[src/rtl/lif_pkg.sv]
// Shared definitions for the spike window decoder.
// Holds the default widths, the decoder FSM state encoding and the packed
// window-result record. The result record is sized for the default widths;
// decoder instances must use widths no larger than these defaults. Narrower
// fields are stored zero-extended.
package lif_pkg;

    localparam int WIN_W_DEF   = 8;
    localparam int CNT_W_DEF   = 8;
    localparam int STATE_W_DEF = 8;

    typedef enum logic {
        IDLE = 1'b0,
        RUN  = 1'b1
    } fsm_state_t;

    typedef struct packed {
        logic [CNT_W_DEF-1:0]   count;
        logic [WIN_W_DEF-1:0]   first;
        logic                   no_spike;
        logic [STATE_W_DEF-1:0] peak;
        logic                   sat;
    } win_result_t;

endpackage

[src/rtl/spike_window_acc.sv]
// Per-window accumulators: saturating spike count, first-spike time, peak
// membrane state, saturation flag and window time index.
// Ports:
//   clk, rst     clock, asynchronous active-high reset
//   clear        restart the window (priority over sample)
//   sample       take this cycle's spike/state into the window
//   spike, state neuron outputs
//   last_idx     time index of the final sample of the window
//   count_next, first_next, peak_next, sat_next
//                window values including this cycle's sample
//   done         this cycle's sample completes the window
module spike_window_acc
    import lif_pkg::*;
#(
    parameter int WIN_W   = WIN_W_DEF,
    parameter int CNT_W   = CNT_W_DEF,
    parameter int STATE_W = STATE_W_DEF
) (
    input  logic               clk,
    input  logic               rst,
    input  logic               clear,
    input  logic               sample,
    input  logic               spike,
    input  logic [STATE_W-1:0] state,
    input  logic [WIN_W-1:0]   last_idx,
    output logic [CNT_W-1:0]   count_next,
    output logic [WIN_W-1:0]   first_next,
    output logic [STATE_W-1:0] peak_next,
    output logic               sat_next,
    output logic               done
);

    localparam logic [CNT_W-1:0] CNT_MAX = '1;

    logic [CNT_W-1:0]   count_reg;
    logic [WIN_W-1:0]   first_reg;
    logic [STATE_W-1:0] peak_reg;
    logic               sat_reg;
    logic [WIN_W-1:0]   t_reg;

    // A zero count means no spike has been seen yet in this window, since
    // the counter saturates instead of wrapping.
    always_comb begin
        count_next = count_reg;
        first_next = first_reg;
        peak_next  = peak_reg;
        sat_next   = sat_reg;
        if (spike) begin
            if (count_reg == CNT_MAX) begin
                sat_next = 1'b1;
            end else begin
                count_next = count_reg + 1'b1;
            end
            if (count_reg == '0) begin
                first_next = t_reg;
            end
        end
        if (state > peak_reg) begin
            peak_next = state;
        end
    end

    assign done = sample && (t_reg == last_idx);

    always_ff @(posedge clk or posedge rst) begin
        if (rst) begin
            count_reg <= '0;
            first_reg <= '1;
            peak_reg  <= '0;
            sat_reg   <= 1'b0;
            t_reg     <= '0;
        end else if (clear) begin
            count_reg <= '0;
            first_reg <= '1;
            peak_reg  <= '0;
            sat_reg   <= 1'b0;
            t_reg     <= '0;
        end else if (sample) begin
            count_reg <= count_next;
            first_reg <= first_next;
            peak_reg  <= peak_next;
            sat_reg   <= sat_next;
            t_reg     <= t_reg + 1'b1;
        end
    end

endmodule

[src/rtl/spike_window_decoder.sv]
// Decodes LIF neuron spike/state streams over back-to-back fixed-length
// windows into rate (count), latency (first spike) and peak-state codes,
// delivered through a one-deep valid/ready result register.
// Ports:
//   clk, rst         clock, asynchronous active-high reset
//   en               run enable; low aborts the current window
//   win_len          window length (0 means 1), latched at window start
//   spike, state     neuron outputs sampled each RUN cycle
//   out_valid/ready  result handshake
//   spike_count, first_time, no_spike, peak_state, saturated
//                    fields of the held window result
//   overrun          sticky: a finished window was dropped (register full)
//   busy             FSM is in RUN
module spike_window_decoder
    import lif_pkg::*;
#(
    parameter int WIN_W   = WIN_W_DEF,
    parameter int CNT_W   = CNT_W_DEF,
    parameter int STATE_W = STATE_W_DEF
) (
    input  logic               clk,
    input  logic               rst,
    input  logic               en,
    input  logic [WIN_W-1:0]   win_len,
    input  logic               spike,
    input  logic [STATE_W-1:0] state,
    output logic               out_valid,
    input  logic               out_ready,
    output logic [CNT_W-1:0]   spike_count,
    output logic [WIN_W-1:0]   first_time,
    output logic               no_spike,
    output logic [STATE_W-1:0] peak_state,
    output logic               saturated,
    output logic               overrun,
    output logic               busy
);

    fsm_state_t       state_reg;
    logic [WIN_W-1:0] last_idx_reg;
    logic [WIN_W-1:0] last_idx_new;
    win_result_t      res_reg;
    logic             valid_reg;
    logic             overrun_reg;

    logic               start;
    logic               sample;
    logic               done;
    logic               xfer;
    logic [CNT_W-1:0]   count_next;
    logic [WIN_W-1:0]   first_next;
    logic [STATE_W-1:0] peak_next;
    logic               sat_next;

    assign start  = (state_reg == IDLE) && en;
    assign sample = (state_reg == RUN) && en;
    assign xfer   = valid_reg && out_ready;

    // A zero length behaves as a single-cycle window.
    assign last_idx_new = (win_len == '0) ? '0 : win_len - 1'b1;

    spike_window_acc #(
        .WIN_W   (WIN_W),
        .CNT_W   (CNT_W),
        .STATE_W (STATE_W)
    ) u_acc (
        .clk        (clk),
        .rst        (rst),
        .clear      (start || done),
        .sample     (sample),
        .spike      (spike),
        .state      (state),
        .last_idx   (last_idx_reg),
        .count_next (count_next),
        .first_next (first_next),
        .peak_next  (peak_next),
        .sat_next   (sat_next),
        .done       (done)
    );

    always_ff @(posedge clk or posedge rst) begin
        if (rst) begin
            state_reg    <= IDLE;
            last_idx_reg <= '0;
            res_reg      <= '{count: '0, first: '1, no_spike: 1'b0, peak: '0, sat: 1'b0};
            valid_reg    <= 1'b0;
            overrun_reg  <= 1'b0;
        end else begin
            case (state_reg)
                IDLE: begin
                    if (en) begin
                        state_reg    <= RUN;
                        last_idx_reg <= last_idx_new;
                        overrun_reg  <= 1'b0;
                    end
                end
                RUN: begin
                    if (!en) begin
                        state_reg <= IDLE;
                    end else if (done) begin
                        last_idx_reg <= last_idx_new;
                    end
                end
                default: state_reg <= IDLE;
            endcase

            // A window ending while the held result is being taken reloads
            // the register without a gap in out_valid.
            if (done) begin
                if (!valid_reg || xfer) begin
                    res_reg.count    <= CNT_W_DEF'(count_next);
                    res_reg.first    <= (count_next == '0) ? '1 : WIN_W_DEF'(first_next);
                    res_reg.no_spike <= (count_next == '0);
                    res_reg.peak     <= STATE_W_DEF'(peak_next);
                    res_reg.sat      <= sat_next;
                    valid_reg        <= 1'b1;
                end else begin
                    overrun_reg <= 1'b1;
                end
            end else if (xfer) begin
                valid_reg <= 1'b0;
            end
        end
    end

    assign out_valid   = valid_reg;
    assign spike_count = res_reg.count[CNT_W-1:0];
    assign first_time  = res_reg.first[WIN_W-1:0];
    assign no_spike    = res_reg.no_spike;
    assign peak_state  = res_reg.peak[STATE_W-1:0];
    assign saturated   = res_reg.sat;
    assign overrun     = overrun_reg;
    assign busy        = (state_reg == RUN);

endmodule
[config.mk]
export PLATFORM = sky130hd
export DESIGN_NAME = spike_window_decoder
export DESIGN_NICKNAME = d
export VERILOG_FILES = /design/src/rtl/lif_pkg.sv /design/src/rtl/spike_window_acc.sv /design/src/rtl/spike_window_decoder.sv
export SDC_FILE = /design/constraint.sdc
export NUM_CORES = 1
export LEC_CHECK = 0
export BUFFER_PORTS_ARGS = -buffer_cell sky130_fd_sc_hd__buf_2
export CAP_MARGIN = 20
export CORE_UTILIZATION = 58
export CTS_CLUSTER_DIAMETER = 60
export DETAILED_ROUTE_END_ITERATION = 10
export PLACE_DENSITY_LB_ADDON = 0.05
export SLEW_MARGIN = 40
export SYNTH_ARGS = -nofsm -noshare
export SYNTH_HDL_FRONTEND = slang
export SYNTH_SLANG_ARGS = --single-unit
export TNS_END_PERCENT = 5
[constraint.sdc]
create_clock -name clk -period 2.8 [get_ports clk]
set_input_delay 0.42 -clock clk [delete_from_list [all_inputs] [get_ports clk]]
set_output_delay 0.42 -clock clk [all_outputs]
set_load 0.05 [all_outputs]
After elaboration in Yosys (flattened, before gate mapping)

Index checks and enable logic that the tools add are counted.

Add/subtract/negate cells: 3
$lt $le $gt $ge: 1
Equal/unequal tests: 6
Mux-type cells: 31
Bitwise gates (word level): 1
Reduce and logical (&&, ||, !) cells: 15

Operators by type and width:

| kind                                                               | count |
|---|---|
| 8-bit 2-to-1 mux                                                   | 18 |
| 8-bit logical NOT                                                  | 3 |
| 8-bit by 1-bit adder with 8-bit output, second input constant      | 2 |
| 8-bit case mux with 2 select lines                                 | 1 |
| 1-bit 2-to-1 mux                                                   | 12 |
| 8-bit == test                                                      | 1 |
| 8-bit == test, second input constant                               | 1 |
| 8-bit greater-than comparator                                      | 1 |
| 8-bit by 1-bit subtractor with 8-bit output, second input constant | 1 |
| 1-bit logical AND                                                  | 4 |
| 2-bit by 1-bit != test with 1-bit output, second input constant    | 2 |
| 2-bit != test, second input constant                               | 2 |
| 2-bit AND reduction                                                | 2 |
| 2-bit nonzero test                                                 | 2 |
| 3-bit AND reduction                                                | 1 |
| 1-bit logical OR                                                   | 2 |
| 1-bit logical NOT                                                  | 1 |
| 1-bit inverter                                                     | 1 |

Bits in registers: 70
Input port bits: 21
Output and inout bits: 29
Logic and storage cells: 71

Depth between registers and ports, before layout

Depth in word-level cells: 5
Gate-level depth with buffers: 8
Mapped depth without buffers: 7

Hierarchy

Synthesis repeated with hierarchy kept, for this count alone.

Cell total of the unflattened synthesis: 365
Area, all modules: 3,847.4 um2

Modules (own cells, without submodules):

| module               | instances | cells an instance | area an instance (um2) | seq. area each (um2) |
|---|---|---|---|---|
| spike_window_acc     | 1         | 230               | 2,248.4                | 835.8 |
| spike_window_decoder | 1         | 135               | 1,599.0                | 935.9 |

Worst setup path before layout

OpenSTA, ideal clock, no wires.

Kind: input port to flip-flop
From: input state[1]
To: register u_acc.peak_reg[1]
Library setup time: 0.126 ns
Data arrival time: 1.965 ns
Data required time: 2.674 ns
Path slack: 0.709 ns
Stages on the path: 7
Buffers on the path: 1
Path through: ha_1 nor2b_1 o21ai_0 nor4bb_1 clkbuf_1 nor3_2 a221o_1

Cells in the longest elaborated chain, start to end: 4

Ends and longest elaborated chain:

| element                       | line                       | source |
|---|---|---|
| from (decl)                   | spike_window_decoder.sv:26 | `input logic [STATE_W-1:0] state,` |
| 8-bit greater-than comparator | spike_window_acc.sv:58     | `if (state > peak_reg) begin` |
| 8-bit 2-to-1 mux *            | spike_window_acc.sv:58     |  |
| 8-bit 2-to-1 mux *            | spike_window_acc.sv:78     | `end else if (sample) begin` |
| 8-bit 2-to-1 mux *            | spike_window_acc.sv:72     | `end else if (clear) begin` |
| to (signal assigned)          | spike_window_acc.sv:81     | `peak_reg <= peak_next;` |
| to (decl)                     | spike_window_acc.sv:37     | `logic [STATE_W-1:0] peak_reg;` |

Mark *: on every way between the ends. The rest lies on a longest branch, timed or not. The select of a mux whose other input is x is not followed.
A chain may end at the register's enable or synchronous reset.

Final worst setup path

From: register u_acc.count_reg[0]
To: register res_reg (netlist bit first_time[4])

Cells in the longest elaborated chain, start to end: 5
Elaborated cells on any way between the ends: 9
Classes of those cells: add/sub (1); eq/ne (1); mux (5); reduce/logical (2)

Ends and longest elaborated chain:

| element                                                                 | line                                           | source |
|---|---|---|
| from (decl)                                                             | spike_window_acc.sv:35                         | `logic [CNT_W-1:0] count_reg;` |
| from (signal assigned)                                                  | spike_window_acc.sv:79                         | `count_reg <= count_next;` |
| 8-bit by 1-bit adder with 8-bit output or 8-bit == test (tied branches) | spike_window_acc.sv:52, spike_window_acc.sv:49 |  |
| 8-bit 2-to-1 mux                                                        | spike_window_acc.sv:49                         | `if (count_reg == CNT_MAX) begin` |
| 8-bit 2-to-1 mux                                                        | spike_window_acc.sv:48                         | `if (spike) begin` |
| 8-bit logical NOT                                                       | spike_window_decoder.sv:111                    | `res_reg.first <= (count_next == '0) ? '1 : WIN_W_DEF'(first_next);` |
| 8-bit 2-to-1 mux *                                                      | spike_window_decoder.sv:111                    |  |
| to (signal assigned)                                                    | spike_window_decoder.sv:84                     | `res_reg <= '{count: '0, first: '1, no_spike: 1'b0, peak: '0, sat: 1'b0};` |
| to (decl)                                                               | spike_window_decoder.sv:41                     | `win_result_t res_reg;` |

Mark *: on every way between the ends. The rest lies on a longest branch, timed or not.

==> results by stage <==
Outcome:
- The run finished with clean final reports.

Placed design:
- The number of placed instances, taps included is slightly below 500.
- The count of port buffers added during placement is 49.
- Before CTS, the worst setup slack after placement is 477.4 ps.
- The placed standard-cell area is 4139 um2.
- The weighted congestion at the end of routability-driven global placement is 0.8989.
- The half-perimeter wire length after detailed placement is 5684 um.

Final layout:
- After the last flow step, the layout net total stands at 463.
- The final design area excluding fillers is 4308 um2.
- For this run, the number of standard cells in the final layout without fillers is 511.
- The number of fillers in the final layout is 520.
- In the layout the commonest cells are sky130_fd_sc_hd__dfrtp_1, sky130_fd_sc_hd__buf_2, sky130_fd_sc_hd__nor2_1.
- The number of antenna diodes in the final layout is 0.
- The core utilization of the finished layout is 67.46%.
- Relative to the synthesized area, the layout overhead comes to 11.93%.
- The most frequent standard cell in the layout excluding fill and tap cells is sky130_fd_sc_hd__dfrtp_1.
- The fraction of final layout cells sized beyond drive strength 1 is 25.12%.

Clock network:
- The clock input transition at the sequential cells of the worst setup and hold paths is 80 ps.
- The clock tree synthesis step divided the H-tree into 3 levels.
- In this run, post-CTS repair resized a total of 0 instances.
- The clock net in this run drives a total of 70 sinks.
- The number of setup buffers added after CTS is 0.
- At the later pin of the worst-skew pair, clock insertion delay measures roughly 360 ps.
- The CTS root buffer is sky130_fd_sc_hd__clkbuf_8.
- The clock buffer count from CTS is 9.
- Buffers inserted to repair hold after CTS numbered 0.
- The TritonCTS clock tree is done.
- The longest clock path from root to sink contains 2 buffers.

Drt:
- Summing over every cut layer, the via total after detailed routing is 3041.
- The count of nets left with antenna violations once routing finished came out at 0.
- The routed via count divided by cell count is 5.951.
- The number of DRC markers in iteration 0 is 190.
- The pre-antenna-repair detailed-routing pass consisted of 4 iterations.
- The routed wire length per instance is 15.78 um.
- The number of DRC violations after detailed routing is 0.
- Summed over all layers, the routed wires come to 8065 um.

Pwr:
- The worst-case IR drop observed on VDD is 0.0005835 V.
- In this run the static leakage power is around 2 nW.
- Power comes to ~3.4 mW.
- Power spread over the standard cell area amounts to 795.6 nW/um2.

Logic synthesis:
- The cell taking the most area after synthesis is sky130_fd_sc_hd__dfrtp_1.
- The gate count after technology mapping is 384.
- For this run, asynchronously set or reset flops after synthesis account for 100.0%.
- In the post-synthesis netlist, the biggest area contributors are sky130_fd_sc_hd__dfrtp_1, sky130_fd_sc_hd__dfstp_2, sky130_fd_sc_hd__ha_1.
- The average footprint of a synthesized cell is 10.02 um2.
- When the netlist entered floorplanning its net count stood at between 400 and 500.
- The number of warnings printed during yosys synthesis is 0.
- The count of distinct cell types in the synthesized netlist is 66.
- In the synthesized netlist the dominant register cell turns out to be sky130_fd_sc_hd__dfrtp_1.
- After synthesis the netlist holds a flip-flop and latch count of 70.
- After synthesis, the largest area contributor takes up 35.11% of total cell area.
- Summing every instance area after synthesis gives 3849 um2.
- The synthesized design contains 0 enable-type register cells.
- Sequential elements use between 40% and 50% of the synthesized area.

Global route:
- Entering global routing, the biggest net connects 44 pins.
- The global-route wire length before repair is 14020 um.
- Across every metal layer, demand over resource in global routing totals around a quarter.
- The number of antenna violations at the first check in global routing came to 0.
- The number of global-route vias before repair is approximately 2900.
- The sum of overflow across all layers after global routing is 0.

Floorplan:
- From bottom edge to top edge, the die measures 83.46 um.
- The initial standard-cell utilization of the core is 60.27%.
- After floorplanning, the core was sized to cover 6386 um2.
- The total die area is 6966 um2.
- The number of placement rows is 29.
- The boundary pin count is 50.
- The die outline width is 83.46 um.

STA:
- Setup repair after global routing left no endpoint under its margin.
- The max-slew violation count is 0.
- After layout, the worst setup slack is about 450 ps.
- Setup violations remaining at the end of the flow were counted as 0.
- The count of endpoints failing hold in the final timing report is 0.
- The max-slew headroom at the worst pin is 55.93%.
- Clock skew on the completed layout was measured at about 17 ps.
- Derived from the worst setup path, the maximum achievable clock frequency is 425.1 MHz.
- The sum of negative setup slack is 0 ps.
- The worst path uses a little over four fifths of the clock period.
- Subtracting the final worst setup slack from the clock period gives between 2000 and 2500 ps.
- The transition time at the pin with the least slew margin is 661.0 ps.
- The tightest hold path in the finished design has a slack of 127.7 ps.

Critical path:
- The data arrival time at the worst-slack endpoint is 2620 ps.
- The critical path goes through ha_1 > nand3_1 > o21a_1 > mux2i_1 > nand4_2 > o211ai_1.
- At the worst endpoint, the required time is 3070 ps.
- The capturing element type of the critical path is a flip-flop.
- STA classifies the critical path startpoint as a flip-flop.
- The largest fanout of any net on the critical path is 10.
- The critical path is of the flip-flop to flip-flop type.
- On the worst path, the slowest cell contributes a delay of between 500 and 600 ps.
- The worst-path cell with the longest stage delay is sky130_fd_sc_hd__dfrtp_1.

Run:
- The number of violations of the max-capacitance limit is 0.

Min path:
- The path category of the worst min-delay check is primary input to asynchronous set/reset pin.
## report_power, final
group / leakage (nW) / internal (mW) / switching, mW / total, mW
registers: 0.886 / 1.26 / 0.161 / 1.42
logic: 1.02 / 0.464 / 0.817 / 1.28
clock network: 0.0906 / 0.322 / 0.405 / 0.727
total: 2.00 / 2.04 / 1.38 / 3.43
## per-layer routing
layer | GRT usage, % | up-vias | wire, um
met5 | 0 | - | 0
met4 | 12.33 | 0 | 169
met3 | 5.737 | 16 | 336
met2 | 39.27 | 81 | 3810
met1 | 34.25 | 1455 | 3749
li1 | - | 1489 | -
## cell usage after synthesis (all sizes together) (2+ instances only)
cell type and n:
a211oi 2, a21o 2, a21oi 14, a221o 8, a22o 2, a31oi 13, a41oi 2, and2 2
and3 4, and4 2, buf 13, clkbuf 11, clkinv 2, dfrtp 54, dfstp 16, ha 13
inv 15, mux2 10, mux2i 10, nand2 33, nand2b 2, nand3 13, nand4 7, nor2 35
nor2b 3, nor3 12, nor4 3, nor4b 2, o211ai 8, o21ai 22, o22a 7, o2bb2ai 2
or2 2, or4 2, xnor2 8, xor2 12
## layout make-up
cell class / instances / area [um2] / share of cell area, %
clock inverter: 7 / 45.04 / 1.046
timing repair buffer: 58 / 325.3 / 7.552
sequential: 70 / 1772 / 41.13
inverter: 17 / 63.81 / 1.481
multi-input combinational: 273 / 1882 / 43.68
clock buffer: 9 / 123.9 / 2.875
tap: 77 / 96.34 / 2.236
## final timing paths
check,slack [ps],from,depth (start not counted),end
max in group asynchronous,1980,rst,3,first_time[4]
hold reg to reg,470,spike_count[1],2,spike_count[1]
min in group clk,290,en,1,busy
setup / recovery,450,u_acc.count_reg[0],6,first_time[4]
setup reg to reg,450,u_acc.count_reg[0],6,first_time[4]
hold / removal,130,rst,2,peak_state[3]
## critical path, delay by kind of cell, from the launching register on
kind,cells,cell delay (ps)
and+or+nand+nor,2,500
muxes,1,400
adders and majority gates,1,350
AOI/OAI and AO/OA,2,480
DFF,1,530
## cell families after synthesis
family	count (synthesis)	share of synthesized area [%]
xor gates and xnor gates	20	4.551
buffers and inverters	41	5.071
AOI/OAI and AO/OA	94	17.10
and+or+nand+nor	126	17.49
adders and majority gates	13	4.226
DFF	70	46.03
muxes	20	5.527
Note: power is estimated with default switching activity, not from simulation.
